## src/rtl/lz77_pkg.sv

```systemverilog
// Shared LZ77 constants, state encoding and count helper used by the buffer
// and match-engine controllers.
package lz77_pkg;

    localparam int unsigned DEPTH = 30;
    localparam int unsigned CW    = 5;
    localparam int unsigned DW    = 8;

    typedef logic [CW-1:0] cnt_t;
    typedef logic [CW:0]   cntx_t;
    typedef logic [DW-1:0] byte_t;

    typedef enum logic [2:0] {
        IDLE  = 3'd0,
        FILL  = 3'd1,
        READY = 3'd2,
        ADV   = 3'd3,
        DONE  = 3'd4
    } state_e;

    // Strobes actually issuable: requested length clipped to the bytes left behind pos.
    function automatic cntx_t adv_count(input cnt_t len, input cnt_t pos, input cnt_t blen);
        cntx_t avail;
        avail = (cntx_t'(blen) > cntx_t'(pos)) ?
                (cntx_t'(blen) - cntx_t'(pos) - cntx_t'(1)) : '0;
        return (cntx_t'(len) < avail) ? cntx_t'(len) : avail;
    endfunction

endpackage

```

## src/rtl/lz77_buffer_ctrl_if.sv

```systemverilog
// Byte-source, buffer-strobe and match-engine signals of the buffer controller.
interface lz77_buffer_ctrl_if;
    import lz77_pkg::*;

    logic  start;
    logic  in_valid;
    byte_t in_data;
    logic  in_last;
    logic  in_ready;
    byte_t buf_data_in;
    logic  buf_load_input;
    logic  buf_load;
    logic  adv_req;
    cnt_t  adv_len;
    logic  adv_ack;
    cnt_t  pos;
    cnt_t  block_len;
    logic  busy;
    logic  done;

    modport slave (
        input  start, in_valid, in_data, in_last, adv_req, adv_len,
        output in_ready, buf_data_in, buf_load_input, buf_load,
               adv_ack, pos, block_len, busy, done
    );

    modport master (
        output start, in_valid, in_data, in_last, adv_req, adv_len,
        input  in_ready, buf_data_in, buf_load_input, buf_load,
               adv_ack, pos, block_len, busy, done
    );

endinterface

```

## src/rtl/lz77_buffer_ctrl.sv

```systemverilog
// Fills the LZ77 input buffer from a byte stream, then steps its output
// forward on advance requests from the match engine until end of block.
module lz77_buffer_ctrl
    import lz77_pkg::*;
(
    input  logic              clk,
    input  logic              rst,
    lz77_buffer_ctrl_if.slave bus
);

    state_e state_q, state_d;
    cnt_t   wr_cnt_q, wr_cnt_d;
    cnt_t   block_len_q, block_len_d;
    cnt_t   pos_q, pos_d;
    cnt_t   ld_cnt_q, ld_cnt_d;
    logic   fin_q, fin_d;
    byte_t  buf_data_in_q, buf_data_in_d;
    logic   buf_load_input_q, buf_load_input_d;
    logic   buf_load_q, buf_load_d;
    logic   adv_ack_q, adv_ack_d;
    logic   in_ready_q, in_ready_d;
    logic   busy_q, busy_d;
    logic   done_q, done_d;

    logic   accept_c;
    logic   last_byte_c;
    cntx_t  n_c;
    logic   fin_c;

    assign accept_c    = (state_q == FILL) && bus.in_valid && in_ready_q;
    assign last_byte_c = bus.in_last || (wr_cnt_q == CW'(DEPTH - 1));
    assign n_c         = adv_count(bus.adv_len, pos_q, block_len_q);
    assign fin_c       = (cntx_t'(pos_q) + cntx_t'(bus.adv_len)) >= cntx_t'(block_len_q);

    always_ff @(posedge clk) begin
        if (rst) state_q <= IDLE;
        else     state_q <= state_d;
    end

    always_comb begin
        state_d = state_q;
        case (state_q)
            IDLE:    if (bus.start) state_d = FILL;
            FILL:    if (accept_c && last_byte_c) state_d = READY;
            READY: begin
                if (bus.adv_req) begin
                    if (n_c != '0) state_d = ADV;
                    else           state_d = fin_c ? DONE : READY;
                end
            end
            ADV:     if (ld_cnt_q == '0) state_d = fin_q ? DONE : READY;
            DONE:    state_d = DONE;
            default: state_d = IDLE;
        endcase
    end

    // Next values of the registered outputs and datapath counters.
    always_comb begin
        wr_cnt_d         = wr_cnt_q;
        block_len_d      = block_len_q;
        pos_d            = pos_q + CW'(buf_load_q);
        ld_cnt_d         = ld_cnt_q;
        fin_d            = fin_q;
        buf_data_in_d    = buf_data_in_q;
        buf_load_input_d = 1'b0;
        buf_load_d       = 1'b0;
        adv_ack_d        = 1'b0;
        case (state_q)
            FILL: begin
                if (accept_c) begin
                    buf_load_input_d = 1'b1;
                    buf_data_in_d    = bus.in_data;
                    wr_cnt_d         = wr_cnt_q + CW'(1);
                    block_len_d      = wr_cnt_q + CW'(1);
                end
            end
            READY: begin
                if (bus.adv_req) begin
                    fin_d     = fin_c;
                    ld_cnt_d  = CW'(n_c);
                    adv_ack_d = (n_c == '0);
                end
            end
            ADV: begin
                if (ld_cnt_q != '0) begin
                    buf_load_d = 1'b1;
                    ld_cnt_d   = ld_cnt_q - CW'(1);
                end else begin
                    adv_ack_d  = 1'b1;
                end
            end
            default: ;
        endcase
        in_ready_d = (state_d == FILL) && (wr_cnt_d < CW'(DEPTH));
        busy_d     = (state_d == FILL) || (state_d == ADV);
        done_d     = (state_d == DONE);
    end

    always_ff @(posedge clk) begin
        if (rst) begin
            wr_cnt_q         <= '0;
            block_len_q      <= '0;
            pos_q            <= '0;
            ld_cnt_q         <= '0;
            fin_q            <= 1'b0;
            buf_data_in_q    <= '0;
            buf_load_input_q <= 1'b0;
            buf_load_q       <= 1'b0;
            adv_ack_q        <= 1'b0;
            in_ready_q       <= 1'b0;
            busy_q           <= 1'b0;
            done_q           <= 1'b0;
        end else begin
            wr_cnt_q         <= wr_cnt_d;
            block_len_q      <= block_len_d;
            pos_q            <= pos_d;
            ld_cnt_q         <= ld_cnt_d;
            fin_q            <= fin_d;
            buf_data_in_q    <= buf_data_in_d;
            buf_load_input_q <= buf_load_input_d;
            buf_load_q       <= buf_load_d;
            adv_ack_q        <= adv_ack_d;
            in_ready_q       <= in_ready_d;
            busy_q           <= busy_d;
            done_q           <= done_d;
        end
    end

    assign bus.in_ready       = in_ready_q;
    assign bus.buf_data_in    = buf_data_in_q;
    assign bus.buf_load_input = buf_load_input_q;
    assign bus.buf_load       = buf_load_q;
    assign bus.adv_ack        = adv_ack_q;
    assign bus.pos            = pos_q;
    assign bus.block_len      = block_len_q;
    assign bus.busy           = busy_q;
    assign bus.done           = done_q;

endmodule

```

## src/flat_wrapper.sv

```systemverilog
// flat-port wrapper written by rule: the top's interface ports become plain ports
module lz77_buffer_ctrl_flat import lz77_pkg::*;
  (clk, rst, bus_start, bus_in_valid, bus_in_data, bus_in_last, bus_adv_req, bus_adv_len, bus_in_ready, bus_buf_data_in, bus_buf_load_input, bus_buf_load, bus_adv_ack, bus_pos, bus_block_len, bus_busy, bus_done);
  lz77_buffer_ctrl_if bus_i ();
  input  logic clk;
  input  logic rst;
  input wire logic [$bits(bus_i.start)-1:0] bus_start;
  input wire logic [$bits(bus_i.in_valid)-1:0] bus_in_valid;
  input wire logic [$bits(bus_i.in_data)-1:0] bus_in_data;
  input wire logic [$bits(bus_i.in_last)-1:0] bus_in_last;
  input wire logic [$bits(bus_i.adv_req)-1:0] bus_adv_req;
  input wire logic [$bits(bus_i.adv_len)-1:0] bus_adv_len;
  output wire logic [$bits(bus_i.in_ready)-1:0] bus_in_ready;
  output wire logic [$bits(bus_i.buf_data_in)-1:0] bus_buf_data_in;
  output wire logic [$bits(bus_i.buf_load_input)-1:0] bus_buf_load_input;
  output wire logic [$bits(bus_i.buf_load)-1:0] bus_buf_load;
  output wire logic [$bits(bus_i.adv_ack)-1:0] bus_adv_ack;
  output wire logic [$bits(bus_i.pos)-1:0] bus_pos;
  output wire logic [$bits(bus_i.block_len)-1:0] bus_block_len;
  output wire logic [$bits(bus_i.busy)-1:0] bus_busy;
  output wire logic [$bits(bus_i.done)-1:0] bus_done;
  assign bus_i.start = bus_start;
  assign bus_i.in_valid = bus_in_valid;
  assign bus_i.in_data = bus_in_data;
  assign bus_i.in_last = bus_in_last;
  assign bus_i.adv_req = bus_adv_req;
  assign bus_i.adv_len = bus_adv_len;
  assign bus_in_ready = bus_i.in_ready;
  assign bus_buf_data_in = bus_i.buf_data_in;
  assign bus_buf_load_input = bus_i.buf_load_input;
  assign bus_buf_load = bus_i.buf_load;
  assign bus_adv_ack = bus_i.adv_ack;
  assign bus_pos = bus_i.pos;
  assign bus_block_len = bus_i.block_len;
  assign bus_busy = bus_i.busy;
  assign bus_done = bus_i.done;
  lz77_buffer_ctrl u_core (.clk(clk), .rst(rst), .bus(bus_i));
endmodule
```

## config.mk

```make
export PLATFORM = sky130hd
export DESIGN_NAME = lz77_buffer_ctrl_flat
export DESIGN_NICKNAME = d
export VERILOG_FILES = /design/src/rtl/lz77_pkg.sv /design/src/rtl/lz77_buffer_ctrl_if.sv /design/src/rtl/lz77_buffer_ctrl.sv /design/src/flat_wrapper.sv
export SDC_FILE = /design/constraint.sdc
export NUM_CORES = 1
export LEC_CHECK = 0
export ABC_AREA = 1
export CAP_MARGIN = 20
export CORE_MARGIN = 3
export CORE_UTILIZATION = 45
export DETAILED_ROUTE_END_ITERATION = 10
export DONT_BUFFER_PORTS = 1
export PLACE_DENSITY = 0.72
export SETUP_SLACK_MARGIN = 0.5
export SLEW_MARGIN = 20
export SYNTH_ARGS = -nofsm -noshare
export SYNTH_HDL_FRONTEND = slang
export SYNTH_SLANG_ARGS = --single-unit
export TNS_END_PERCENT = 10
```

## constraint.sdc

```tcl
create_clock -name clk -period 2.8 [get_ports clk]
set_input_delay 0.28 -clock clk [delete_from_list [all_inputs] [get_ports clk]]
set_output_delay 0.28 -clock clk [all_outputs]
set_load 0.05 [all_outputs]
```

**Word level (Yosys, flattened, before mapping)**

Index checks and enable logic that the tools add are counted.
W data, S select, Z words.

- Register bits: 38
- Input bits: 19
- Output and inout bits: 24

- Add/sub/neg operators: 6
- Order comparisons: 4
- Equality and inequality tests: 10
- Multiplexer cells: 20
- Bitwise logic cells: 2
- Reduce and logical (&&, ||, !) cells: 17

Operators by type and width:

| operator | number |
|---|---|
| $mux W3 | 7 |
| $mux W5 | 4 |
| $pmux W3 S5 | 1 |
| $mux W6 | 2 |
| $pmux W5 S2 | 1 |
| $eq A3 B2 Y1 const B | 3 |
| $add A5 B5 Y6 | 1 |
| $eq A3 B1 Y1 const B | 2 |
| $eq A3 B3 Y1 const B | 2 |
| $ge A6 B5 Y1 | 1 |
| $logic_not A6 Y1 | 1 |
| $lt A5 B6 Y1 | 1 |
| $reduce_bool A6 Y1 | 1 |
| $sub A5 B5 Y6 | 1 |
| $sub A6 B1 Y6 const B | 1 |
| $add A5 B1 Y5 | 1 |
| $add A5 B1 Y5 const B | 1 |
| $eq A5 B5 Y1 const B | 1 |
| $gt A5 B5 Y1 | 1 |
| $logic_not A5 Y1 | 1 |
| $lt A5 B5 Y1 const B | 1 |
| $reduce_bool A5 Y1 | 1 |
| $sub A5 B1 Y5 const B | 1 |
| $logic_and A1 B1 Y1 | 4 |
| 11 further kinds | 18 |

**Logic depth before layout (Yosys ltp)**

- Depth in word-level cells: 11
- Depth in mapped cells: 23

**Least setup slack after synthesis**

Ideal clock, no wire load.

- Kind: reg-to-reg
- Start: reg u_core.pos_q[0], in the netlist u_core.bus.pos[0]
- End: reg u_core.in_ready_q, in the netlist u_core.bus.in_ready
- Arrival time: 3266 ps
- Required time: 2690 ps
- Setup slack: -576 ps
- Stages on the path, launching flop included: 20
- Period minus slack after synthesis: 3376 ps
- Path through: dfxtp_1 -> inv_1 -> ha_1 -> fa_1 -> nand2_1 -> nand2_1 -> a21oi_1 -> xor2_1 -> or2_2 -> ha_1 -> a21oi_1 -> nand2_1 -> nand2_1 -> nand2_4 -> o21ai_2 -> nand2_1 -> o21bai_1 -> nand2_1 -> nand3_1 -> nor2_1

- Cells in the longest elaborated chain, start to end: 11

Ends and longest elaborated chain:

| what | RTL line | RTL |
|---|---|---|
| from (decl) | lz77_buffer_ctrl.sv:14 | `cnt_t pos_q, pos_d;` |
| from (signal assigned) | lz77_buffer_ctrl.sv:116 | `pos_q <= pos_d;` |
| $sub A5 B5 Y6 | lz77_pkg.sv:25 | `(cntx_t'(blen) - cntx_t'(pos) - cntx_t'(1)) : '0;` |
| $sub A6 B1 Y6 | lz77_pkg.sv:25 |  |
| $mux W6 | lz77_pkg.sv:24 | `avail = (cntx_t'(blen) > cntx_t'(pos)) ?` |
| $lt A5 B6 Y1 | lz77_pkg.sv:26 | `return (cntx_t'(len) < avail) ? cntx_t'(len) : avail;` |
| $mux W6 | lz77_pkg.sv:26 |  |
| $reduce_bool A6 Y1 | lz77_buffer_ctrl.sv:47 | `if (n_c != '0) state_d = ADV;` |
| $mux W3 (*) | lz77_buffer_ctrl.sv:47 |  |
| $mux W3 (*) | lz77_buffer_ctrl.sv:46 | `if (bus.adv_req) begin` |
| $pmux W3 S5 (*) | lz77_buffer_ctrl.sv:42 | `case (state_q)` |
| $eq A3 B1 Y1 (*) | lz77_buffer_ctrl.sv:94 | `in_ready_d = (state_d == FILL) && (wr_cnt_d < CW'(DEPTH));` |
| $logic_and A1 B1 Y1 (*) | lz77_buffer_ctrl.sv:94 |  |
| to (signal assigned) | lz77_buffer_ctrl.sv:123 | `in_ready_q <= in_ready_d;` |
| to (decl) | lz77_buffer_ctrl.sv:21 | `logic in_ready_q, in_ready_d;` |

Mark *: on every way between the ends. The rest lies on a longest branch, timed or not.
A chain may end at the register's enable or synchronous reset.

**Worst setup path in the final report**

Ends and elaborated chain as after synthesis.

==> flow_summary.toml <==
[outcome]
status = "complete, but fails checks"
violations = "negative setup slack"

[layout]
layout_commonest_cell = "inv_1"
nets = 392
fillers = 466
fin_cells = 414
final_layout_size_suffix_gt1_frac = 0.216
fin_util = 0.571
syn2layout_area_growth_pct = 19.4
diodes = 0
final_cell_mix = "inv_1 (52), nand2_1 (38), nor2_1 (35)"

[logic_synthesis]
ys_types = 34
syn_avg_cell_area_sq_um = 7.19
synthTopCellsByArea = "dfxtp_1 (32%), ha_1 (13%), inv_1 (8.6%), nand2_1 (7.6%), a21oi_1 (6.7%)"
synthesis.area_sq_um = 2320
yosys_warnings = 0
synth-edff-count = 0
syn_inst = 323
synth_flop_cell = "dfxtp_1"
asyncSetResetFlopFracSynth = 0
syn-num-nets = 369
synth.top_cell.area_share = 0.319
yosysSeqAreaShare = 0.319
ys_ff_latch = 37
yosysTopAreaCell = "dfxtp_1"

[global_routing]
grt_overflow_total = 0
grt_pass1_vias = 1945
grt_max_degree = 24
antenna_found_initial = 0
grt_pass1_wl_microns = 8880
grtUsageTotal = 0.185

[floorplan]
die_h_microns = 77.8
start_util = 0.479
coreArea_sq_um = 4850
fp.dieArea_sq_um = 6060
die_w_microns = 77.8
rows = 25
io_pins = 43

[hold_path]
hold_class = "in -> reg"

[cts]
cts_root_buffer = "clkbuf_8"
htreeDepth = 2
cts_made_buffers = 5
cts_hold_buf = 0
cts.sinks = 37
cts_tree = "yes"
clockBufferDepth = 2
clock_latency_ns = 0.30
cts.clk_slew.worst_paths_ns = 0.09

[timing]
min_period_over_period = 1.08
final.setup_skew_ns = 0.0117
rsz0062_at_grt = "yes"
worst_pin_slew_ns = 0.673
finalMaxSlewViolations = 0
fmax_mhz = 329
setup-violations-final = 9
timing.hold.ws_ns = 0.0266
hold_violations = 0
relSlewSlack = 0.548
timing.final.ws_setup_ns = -0.237
min_period_ns = 3.04

[setup_path]
cp-start-kind = "register"
crit_type = "reg -> reg"
cp.required_ns = 3.03
cp-end-kind = "register"
critPathMaxFanout = 6
arrival_ns = 3.27

[power]
cellPowerDensity_nw_per_um2 = 432
fin_total_pwr_uw = 1200
ir_drop_mv = 0.259
p_leak_uw = 0.00124

[placed_design]
portBuffers = 0
hpwl_microns = 4200
place_inst = 405
place.gp.congestion = 0.877

[drt]
drc = 0
drtIter0Drc = 105
avgViaCountPerCell = 5.13
wl_per_cell_microns = 13.2
drt_wl_total_microns = 5480
num_vias = 2123
ant_nets = 0
first_pass_iters = 4

[run]
cap_violations = 0
[state kept, by name, indices dropped and copies added, names as in the netlist]
register                   cells
u_core.bus.adv_ack             1
u_core.bus.block_len           5
u_core.bus.buf_data_in         8
u_core.bus.buf_load            1
u_core.bus.buf_load_input      1
u_core.bus.busy                1
u_core.bus.done                1
u_core.bus.in_ready            1
u_core.bus.pos                 5
u_core.fin_q                   1
u_core.ld_cnt_q                5
u_core.state_q                 3
u_core.wr_cnt_q                4
[repair_timing]
action                                  in CTS  in global routing
buffers inserted                             0                  1
pin swaps                                    5                 17
resized for setup                            6                 15
hold endpoints to repair                     0                  0
gates cloned                                 0                  0
endpoints found under the setup margin      13                 13
[cell usage after synthesis, drive strengths merged (2+ instances only)]
master / count
a211oi: 2
a21oi: 31
a31oi: 3
and3: 2
clkbuf: 6
dfxtp: 37
fa: 2
ha: 25
inv: 56
nand2: 54
nand3: 13
nand3b: 2
nand4: 4
nor2: 37
nor3: 7
o21a: 2
o21ai: 25
xor2: 6
[through the flow]
stage | area (sq um) | TNS, ns | worst slack [ns]
CTS | 2690 | -0.707 | -0.151
global route | 2770 | -2.92 | -0.387
floorplan | 2370 | -0.404 | -0.119
global placement | 2590 | -0.115 | -0.0650
finish | 2770 | -1.15 | -0.237
detailed placement | 2590 | -0.748 | -0.184
[per-layer routing]
metal	part of all wire	GRT usage	routed length, microns
met3	0.040	0.0476	218
met4	0.014	0.0552	75
met1	0.46	0.222	2510
met5	0	0	0
met2	0.49	0.320	2680
[layout make-up]
cell class                      instances  area [sq um]  share of cell area
Timing Repair Buffer                   23           173              0.0623
Sequential cell                        37           761               0.275
Inverter                               56           210              0.0759
Clock buffer                            5          68.8              0.0248
Multi-Input combinational cell        223          1450               0.524
Clock inverter                          3          22.5             0.00813
Tap cell                               67          83.8              0.0303
[final timing paths]
check,cells past startpoint,endpoint,slack [ns],from
worst max-delay path,22,u_core.bus.in_ready$_SDFF_PP0_,-0.24,u_core.bus.pos[0]$_SDFF_PP0_
worst min-delay path,1,u_core.bus.pos[0]$_SDFF_PP0_,0.03,rst
worst max register to register,22,u_core.bus.in_ready$_SDFF_PP0_,-0.24,u_core.bus.pos[0]$_SDFF_PP0_
worst min register to register,2,u_core.ld_cnt_q[4]$_SDFFE_PP0P_,0.47,u_core.ld_cnt_q[4]$_SDFFE_PP0P_
[power breakdown]
group	internal (uW)	switching [uW]	leakage, uW
sequential	534	28.7	0.000305
combinational	98.5	149	0.000889
clock	177	210	0.0000481
total	809	387	0.00124
[kinds of logic (layout without fill, tap and decap cells)]
kind of cell | count (synthesis) | in the layout | share of synthesized area
fa+ha+maj | 27 | 27 | 0.152
flops | 37 | 37 | 0.319
simple gates | 120 | 120 | 0.234
compound gates | 69 | 69 | 0.165
xor+xnor | 7 | 7 | 0.0264
buf+inv | 63 | 87 | 0.104
[critical path: stages (launching register included)]
cell     delay (ns)
dfxtp_4        0.35
inv_2          0.04
ha_4           0.15
fa_2           0.37
nand2_2        0.08
nand2_2        0.05
a21oi_2        0.13
xor2_1         0.08
or2_4          0.26
ha_4           0.27
and3_1         0.14
nand2_1        0.06
inv_2          0.06
nand2_4        0.06
nand2_4        0.11
nand2_2        0.08
nand2_2        0.08
nand2_2        0.07
nor2_4         0.11
nand2_2        0.07
o21ai_2        0.17
nand2_1        0.08
nor2_1         0.08
Note: power is estimated with default switching activity, not from simulation.
